`src/rtl/wm_defs.sv`:
```
// Shared definitions for the Wallace-tree multiplier FU sequencer.
// Holds the FSM state encoding and the operand/product widths.
package wm_defs;

    localparam int WM_OP_W   = 16;
    localparam int WM_PROD_W = 32;

    typedef enum logic [1:0] {
        ST_IDLE = 2'd0,
        ST_TREE = 2'd1,
        ST_ADD  = 2'd2,
        ST_WB   = 2'd3
    } wm_state_e;

endpackage

```
`src/rtl/wm_cpa32.sv`:
```
// Combinational 32-bit carry-propagate adder.
// Resolves the CSA tree sum/carry vectors into the final product.
module wm_cpa32
    import wm_defs::*;
(
    input  logic [WM_PROD_W-1:0] a,
    input  logic [WM_PROD_W-1:0] b,
    output logic [WM_PROD_W-1:0] s,
    output logic                 cout
);

    logic [WM_PROD_W:0] sum_full;

    // Widen by one bit so the carry-out is kept separate from the sum
    always_comb begin
        sum_full = {1'b0, a} + {1'b0, b};
        s        = sum_full[WM_PROD_W-1:0];
        cout     = sum_full[WM_PROD_W];
    end

endmodule

```
`src/rtl/wm_mul_fu_ctrl.sv`:
```
// Sequencer for the 16x16 Wallace-tree multiplier functional unit.
// Issues operands to the CSA tree, resolves the result, holds it for write-back.
module wm_mul_fu_ctrl
    import wm_defs::*;
#(
    parameter int TREE_CYC = 2,
    parameter int TAG_W    = 4,
    parameter int COUNT_W  = 16
) (
    input  logic                 clk,
    input  logic                 rst,
    input  logic                 flush,
    input  logic                 issue_valid,
    output logic                 issue_ready,
    input  logic [TAG_W-1:0]     issue_tag,
    input  logic [WM_OP_W-1:0]   issue_a,
    input  logic [WM_OP_W-1:0]   issue_b,
    output logic [WM_OP_W-1:0]   mul_a,
    output logic [WM_OP_W-1:0]   mul_b,
    input  logic [WM_PROD_W-1:0] tree_u,
    input  logic [WM_PROD_W-1:0] tree_v,
    output logic                 busy,
    output logic                 wb_req,
    output logic [TAG_W-1:0]     wb_tag,
    output logic [WM_PROD_W-1:0] wb_result,
    input  logic                 wb_ack,
    output logic [COUNT_W-1:0]   op_count
);

    localparam logic [3:0] CNT_INIT = 4'(TREE_CYC - 1);

    wm_state_e            state_q;
    logic [3:0]           cnt_q;
    logic [WM_OP_W-1:0]   mul_a_q;
    logic [WM_OP_W-1:0]   mul_b_q;
    logic [TAG_W-1:0]     tag_q;
    logic [WM_PROD_W-1:0] u_cap_q;
    logic [WM_PROD_W-1:0] v_cap_q;
    logic [WM_PROD_W-1:0] result_q;
    logic                 wb_req_q;
    logic [COUNT_W-1:0]   op_count_q;

    logic [WM_PROD_W-1:0] sum_d;
    logic                 cpa_unused_cout;

    // Product is formed only from the captured vectors, never live tree outputs
    wm_cpa32 u_cpa (
        .a    (u_cap_q),
        .b    (v_cap_q),
        .s    (sum_d),
        .cout (cpa_unused_cout)
    );

    // Sequencer: IDLE -> TREE -> ADD -> WB -> IDLE, flush returns to IDLE
    always_ff @(posedge clk) begin
        if (rst) begin
            state_q    <= ST_IDLE;
            cnt_q      <= '0;
            mul_a_q    <= '0;
            mul_b_q    <= '0;
            tag_q      <= '0;
            u_cap_q    <= '0;
            v_cap_q    <= '0;
            result_q   <= '0;
            wb_req_q   <= 1'b0;
            op_count_q <= '0;
        end else if (flush) begin
            state_q  <= ST_IDLE;
            wb_req_q <= 1'b0;
        end else begin
            unique case (state_q)
                ST_IDLE: begin
                    if (issue_valid) begin
                        mul_a_q <= issue_a;
                        mul_b_q <= issue_b;
                        tag_q   <= issue_tag;
                        cnt_q   <= CNT_INIT;
                        state_q <= ST_TREE;
                    end
                end
                ST_TREE: begin
                    if (cnt_q == 4'd0) begin
                        u_cap_q <= tree_u;
                        v_cap_q <= tree_v;
                        state_q <= ST_ADD;
                    end else begin
                        cnt_q <= cnt_q - 4'd1;
                    end
                end
                ST_ADD: begin
                    result_q <= sum_d;
                    wb_req_q <= 1'b1;
                    state_q  <= ST_WB;
                end
                ST_WB: begin
                    if (wb_ack) begin
                        wb_req_q   <= 1'b0;
                        op_count_q <= op_count_q + COUNT_W'(1);
                        state_q    <= ST_IDLE;
                    end
                end
                default: begin
                    state_q <= ST_IDLE;
                end
            endcase
        end
    end

    // Ready must drop with reset even though the state is already IDLE
    always_comb begin
        issue_ready = (state_q == ST_IDLE) && !rst;
        busy        = (state_q != ST_IDLE);
        mul_a       = mul_a_q;
        mul_b       = mul_b_q;
        wb_req      = wb_req_q;
        wb_tag      = tag_q;
        wb_result   = result_q;
        op_count    = op_count_q;
    end

endmodule

```
`config.mk`:
```
export PLATFORM = sky130hd
export DESIGN_NAME = wm_mul_fu_ctrl
export DESIGN_NICKNAME = d
export VERILOG_FILES = /design/src/rtl/wm_defs.sv /design/src/rtl/wm_cpa32.sv /design/src/rtl/wm_mul_fu_ctrl.sv
export SDC_FILE = /design/constraint.sdc
export NUM_CORES = 1
export LEC_CHECK = 0
export ABC_AREA = 1
export CAP_MARGIN = 20
export CELL_PAD_IN_SITES_DETAIL_PLACEMENT = 0
export CELL_PAD_IN_SITES_GLOBAL_PLACEMENT = 1
export CORE_ASPECT_RATIO = 0.75
export CORE_MARGIN = 2
export CORE_UTILIZATION = 37
export CTS_BUF_LIST = sky130_fd_sc_hd__clkbuf_2 sky130_fd_sc_hd__clkbuf_4 sky130_fd_sc_hd__clkbuf_8
export DETAILED_ROUTE_END_ITERATION = 7
export PLACE_DENSITY = 0.8
export SLEW_MARGIN = 30
export SYNTH_ARGS = -nofsm -noshare
export SYNTH_HDL_FRONTEND = slang
export SYNTH_HIERARCHICAL = 1
export SYNTH_SLANG_ARGS = --single-unit
export TNS_END_PERCENT = 30
```
`constraint.sdc`:
```
create_clock -name clk -period 2.55 [get_ports clk]
set_clock_uncertainty 0.05 [all_clocks]
set_input_delay 0.3825 -clock clk [delete_from_list [all_inputs] [get_ports clk]]
set_output_delay 0.3825 -clock clk [all_outputs]
set_load 0.01 [all_outputs]
```
; Word-level counts from Yosys, hierarchy flattened
; Index checks and enable logic that the tools add are counted.
[classes]
n_eq_ne = 7
div = 0
n_reduce_logical = 15
add_sub_neg = 3
magnitude_cmp = 0
bitwise_logic = 1
muxes = 9
n_mul = 0
shift = 0
[op_table]
columns = op, n
row1 = $add A32 B32 Y32, 1
row2 = $add A16 B1 Y16 const B, 1
row3 = $reduce_and A3 Y1, 4
row4 = $mux W4, 2
row5 = $ne A2 B2 Y1 const B, 4
row6 = $pmux W2 S4, 1
row7 = $pmux W4 S2, 1
row8 = $mux W2, 3
row9 = $reduce_bool A2 Y1, 3
row10 = $eq A2 B2 Y1 const B, 2
row11 = $logic_not A4 Y1, 1
row12 = $reduce_and A2 Y1, 2
row13 = $reduce_and A4 Y1, 1
row14 = $sub A4 B1 Y4 const B, 1
row15 = $eq A2 B1 Y1 const B, 1
row16 = $logic_not A2 Y1, 1
row17 = $pmux W1 S2, 1
row18 = $reduce_or A2 Y1, 1
row19 = $logic_and A1 B1 Y1, 1
row20 = $logic_not A1 Y1, 1
row21 = $mux W1, 1
row22 = $not A1 Y1, 1
[word_totals]
in_bits = 105
mem_count = 0
elab_cells = 45
rom_bits = 0
mem_bits_rw = 0
latch_bits = 0
register_bits = 155

; Longest topological paths before layout
[logic_depth]
ltp_word = 3
mapped_depth = 14

; Hierarchy
; Netlist, hierarchy kept.
[modules_own_cells]
columns = mod, n_inst, area_each_um2, cells_per_inst
row1 = wm_mul_fu_ctrl, 1, 6144.6, 771
row2 = wm_cpa32, 1, 2423.6, 505

; Least setup slack after synthesis
; OpenSTA, ideal clock, no wires.
[synth_path]
path_type = register -> register
from = reg u_cap_q[0]
to = reg result_q[28] (netlist: wb_result[28])
synth_period_minus_slack_ns = 1.940
setup_ns = 0.116
path_buffers = 0
path_slack_ns = 0.610
path_stages_with_launch = 15
t_arrival_ns = 1.774
cell_sequence = dfxtp_1 -> ha_1 -> fa_1 -> nand3_1 -> nand3_1 -> nand2_1 -> nand2_2 -> nand2_2 -> nand2_2 -> nand2_1 -> nand2_1 -> nand2_1 -> nand2_1 -> o21ai_0 -> nor2_1
[synth_via]
elab_chain_len = 1
[synth_rtl]
columns = element, line_no
row1 = "start, declared", wm_mul_fu_ctrl.sv:37  ; logic [WM_PROD_W-1:0] u_cap_q;
row2 = "start signal, assigned", wm_mul_fu_ctrl.sv:83  ; u_cap_q <= tree_u;
row3 = $add A32 B32 Y32, wm_cpa32.sv:16  ; sum_full = {1'b0, a} + {1'b0, b};
row4 = net sum_d[28], wm_mul_fu_ctrl.sv:43  ; logic [WM_PROD_W-1:0] sum_d;
row5 = "end signal, assigned", wm_mul_fu_ctrl.sv:91  ; result_q <= sum_d;
row6 = "end, declared", wm_mul_fu_ctrl.sv:39  ; logic [WM_PROD_W-1:0] result_q;
; The timed path passes the listed nets, and every way through them passes these cells.
; A chain may end at the register's enable or synchronous reset.

; Worst setup path after layout
[layout_path]
from = reg state_q[0]
to = out busy
[layout_via]
elab_chain_len = 1
[layout_rtl]
columns = element, line_no
row1 = "start, declared", wm_mul_fu_ctrl.sv:32  ; wm_state_e state_q;
row2 = "start signal, assigned", wm_mul_fu_ctrl.sv:57  ; state_q <= ST_IDLE;
row3 = "start signal, assigned", wm_mul_fu_ctrl.sv:68  ; state_q <= ST_IDLE;
row4 = "start signal, assigned", wm_mul_fu_ctrl.sv:78  ; state_q <= ST_TREE;
row5 = $reduce_bool A2 Y1, wm_mul_fu_ctrl.sv:112  ; busy = (state_q != ST_IDLE);
row6 = "end, declared", wm_mul_fu_ctrl.sv:22  ; output logic busy,
; No other way between the ends.

==> impl_metrics.csv <==
group,metric,value,unit
run_status,outcome,"finished, final reports clean",
synth,syn_inst,1267,
min_path,min_to,"u_cap_q[27]$_SDFFE_PP0P_",
worst_setup_path,critical_path.max_fanout,5,
drt,drtIter0Drc,471,
die,fp.dieH,135.5,um
clock_network,cts_buffers,17,
worst_setup_path,cp.required,2120,ps
run,cap_violations,0,
clock_network,numClockSinks,155,
die,ioPinCount,192,
place,routabilityCongestion,0.9028,
timing,min_period_over_period,90.24,%
power_and_ir_drop,peakVddDrop,0.3732,mV
min_path,hold_path_class,"input pin to flip-flop",
worst_setup_path,critPathKind,"flip-flop to primary output",
min_path,holdPathStages,2,
finish,syn_to_final_growth,26.60,%
drt,detail-route-antenna-nets,0,
die,die_area,24290,sq um
die,core-area,22820,sq um
min_path,min-delay-start,"rst",
drt,wl,24.25,mm
worst_setup_path,reg2reg_slack,350,ps
grt,grt_usage,20.71,%
drt,wire_per_inst,13.83,um
power_and_ir_drop,leakagePower,4.848,nW
worst_setup_path,r2r_start,"v_cap_q[0]$_SDFFE_PP0P_",
timing,fin_crit,2301,ps
timing,tightest_slew,727.6,ps
finish,drive_above_1_share,5.571,%
finish,antenna_cells,0,
place,pre_cts_slack,375.2,ps
timing,setup-violations-final,0,
timing,hold_viol,0,
finish,fin_util,47.30,%
worst_setup_path,cp-end-kind,"primary output",
drt,viasPerCell,4.686,
finish,mostFrequentLayoutCells,"nand2_1, nor2_1, clkdlybuf4s50_1",
die,die_width,179.3,um
grt,grt_pass1_wl,39.69,mm
synth,syn_area,8527,sq um
power_and_ir_drop,power_density,486.5,nW/um^2
timing,fin_ws,249.0,ps
place,hpwl,18.56,mm
synth,avgSynthCellArea,6.730,sq um
timing,timing.slew.headroom,51.49,%
grt,grt_max_degree,68,
clock_network,cts_hold_buffers,0,
timing,fmax,0.4346,GHz
drt,drc,0,
finish,n_fill_cell,2421,
finish,seq_area,3103,sq um
die,start_util,37.36,%
clock_network,clk_latency,460,ps
clock_network,htree_levels,4,
finish,mostFrequentLayoutCell,"nand2_1",
drt,vias,8219,
worst_setup_path,startpoint_type,"flip-flop",
grt,antenna_found_initial,1,
synth,yosys_warnings,6,
clock_network,cts_max_path_buffers,2,
synth,synth_nets,1412,
die,rows,48,
timing,setup_tns,0,ps
finish,nNetsFinal,1586,
clock_network,tritoncts,"yes",
grt,first_global_vias,7842,
worst_setup_path,cp.arrival,1870,ps
timing,rsz0062_at_grt,"no",
place,io_buffers,191,
clock_network,post_cts_buffers,0,
grt,grt.overflow.total,0,
worst_setup_path,reg2reg_to,"wb_result[28]$_SDFFE_PP0P_",
clock_network,cts_root_buf,"clkbuf_8",
finish,multiInputGateArea,4373,sq um
worst_setup_path,worstRegToRegCells,14,
clock_network,clk_pin_slew_worst_paths,90,ps
clock_network,ctsResizeCount,0,
timing,final_max_slew_viol_count,0,
drt,first_pass_iters,5,
## flip-flops by register name, summed over array words and instances, names as in the netlist
| register | cells |
|---|---|
| wb_tag | 4 |
| wb_req | 1 |
| mul_b | 16 |
| wb_result | 32 |
| cnt_q | 4 |
| u_cap_q | 32 |
| mul_a | 16 |
| v_cap_q | 32 |
| state_q | 2 |
| op_count | 16 |
## critical path, stage by stage (launching register included)
cell,delay (ps)
dfxtp_1,420
inv_1,90
ha_1,240
inv_2,120
clkdlybuf4s50_1,550
## per-stage QoR
stage	power [W]	hold WS [ps]	cells	cell area, sq um
6_report	0.005252	157.3	1754	10800
5_1_grt	0.005538	133.9	1754	10800
4_1_cts	0.005330	129.7	1754	10800
3_5_place_dp	0.003445	407.3	1722	10410
3_3_place_gp	0.003441	405.9	1722	10410
2_1_floorplan	0.003081	390.0	1267	8527
## how the worst max path moves through the flow
stage | from | endpoint | slack (ps)
finish | state_q[0]$_SDFFE_PP0P_ | busy | 250
floorplan | u_cap_q[0]$_SDFFE_PP0P_ | wb_result[28]$_SDFFE_PP0P_ | 610
CTS | state_q[0]$_SDFFE_PP0P_ | busy | 210
global route | state_q[0]$_SDFFE_PP0P_ | busy | 100
global placement | u_cap_q[0]$_SDFFE_PP0P_ | wb_result[28]$_SDFFE_PP0P_ | 430
detailed placement | u_cap_q[0]$_SDFFE_PP0P_ | wb_result[20]$_SDFFE_PP0P_ | 380
## area by class of cell
class	count	area share [%]
Multi-Input combinational cell	915	40.51
Sequential cell	155	28.74
Timing Repair Buffer	203	18.50
Inverter	149	5.181
Tap cell	300	3.477
Clock buffer	17	2.167
Clock inverter	15	1.426
## metal layers
| layer | global-route usage [%] | vias up | wire length (um) |
|---|---|---|---|
| met5 | 0 | - | 0 |
| met4 | 3.719 | 0 | 153 |
| met3 | 7.127 | 9 | 1780 |
| met2 | 30.31 | 188 | 10120 |
| met1 | 29.58 | 3686 | 12200 |
| li1 | - | 4336 | - |
## report_power, final
| part | leakage, nW | total, W | internal [W] | switching [W] |
|---|---|---|---|---|
| logic | 3.40 | 0.000802 | 0.000395 | 0.000407 |
| registers | 1.26 | 0.00258 | 0.00252 | 0.0000579 |
| clock network | 0.193 | 0.00187 | 0.000806 | 0.00106 |
| total | 4.85 | 0.00525 | 0.00373 | 0.00153 |
(Power assumes the default switching activity.)
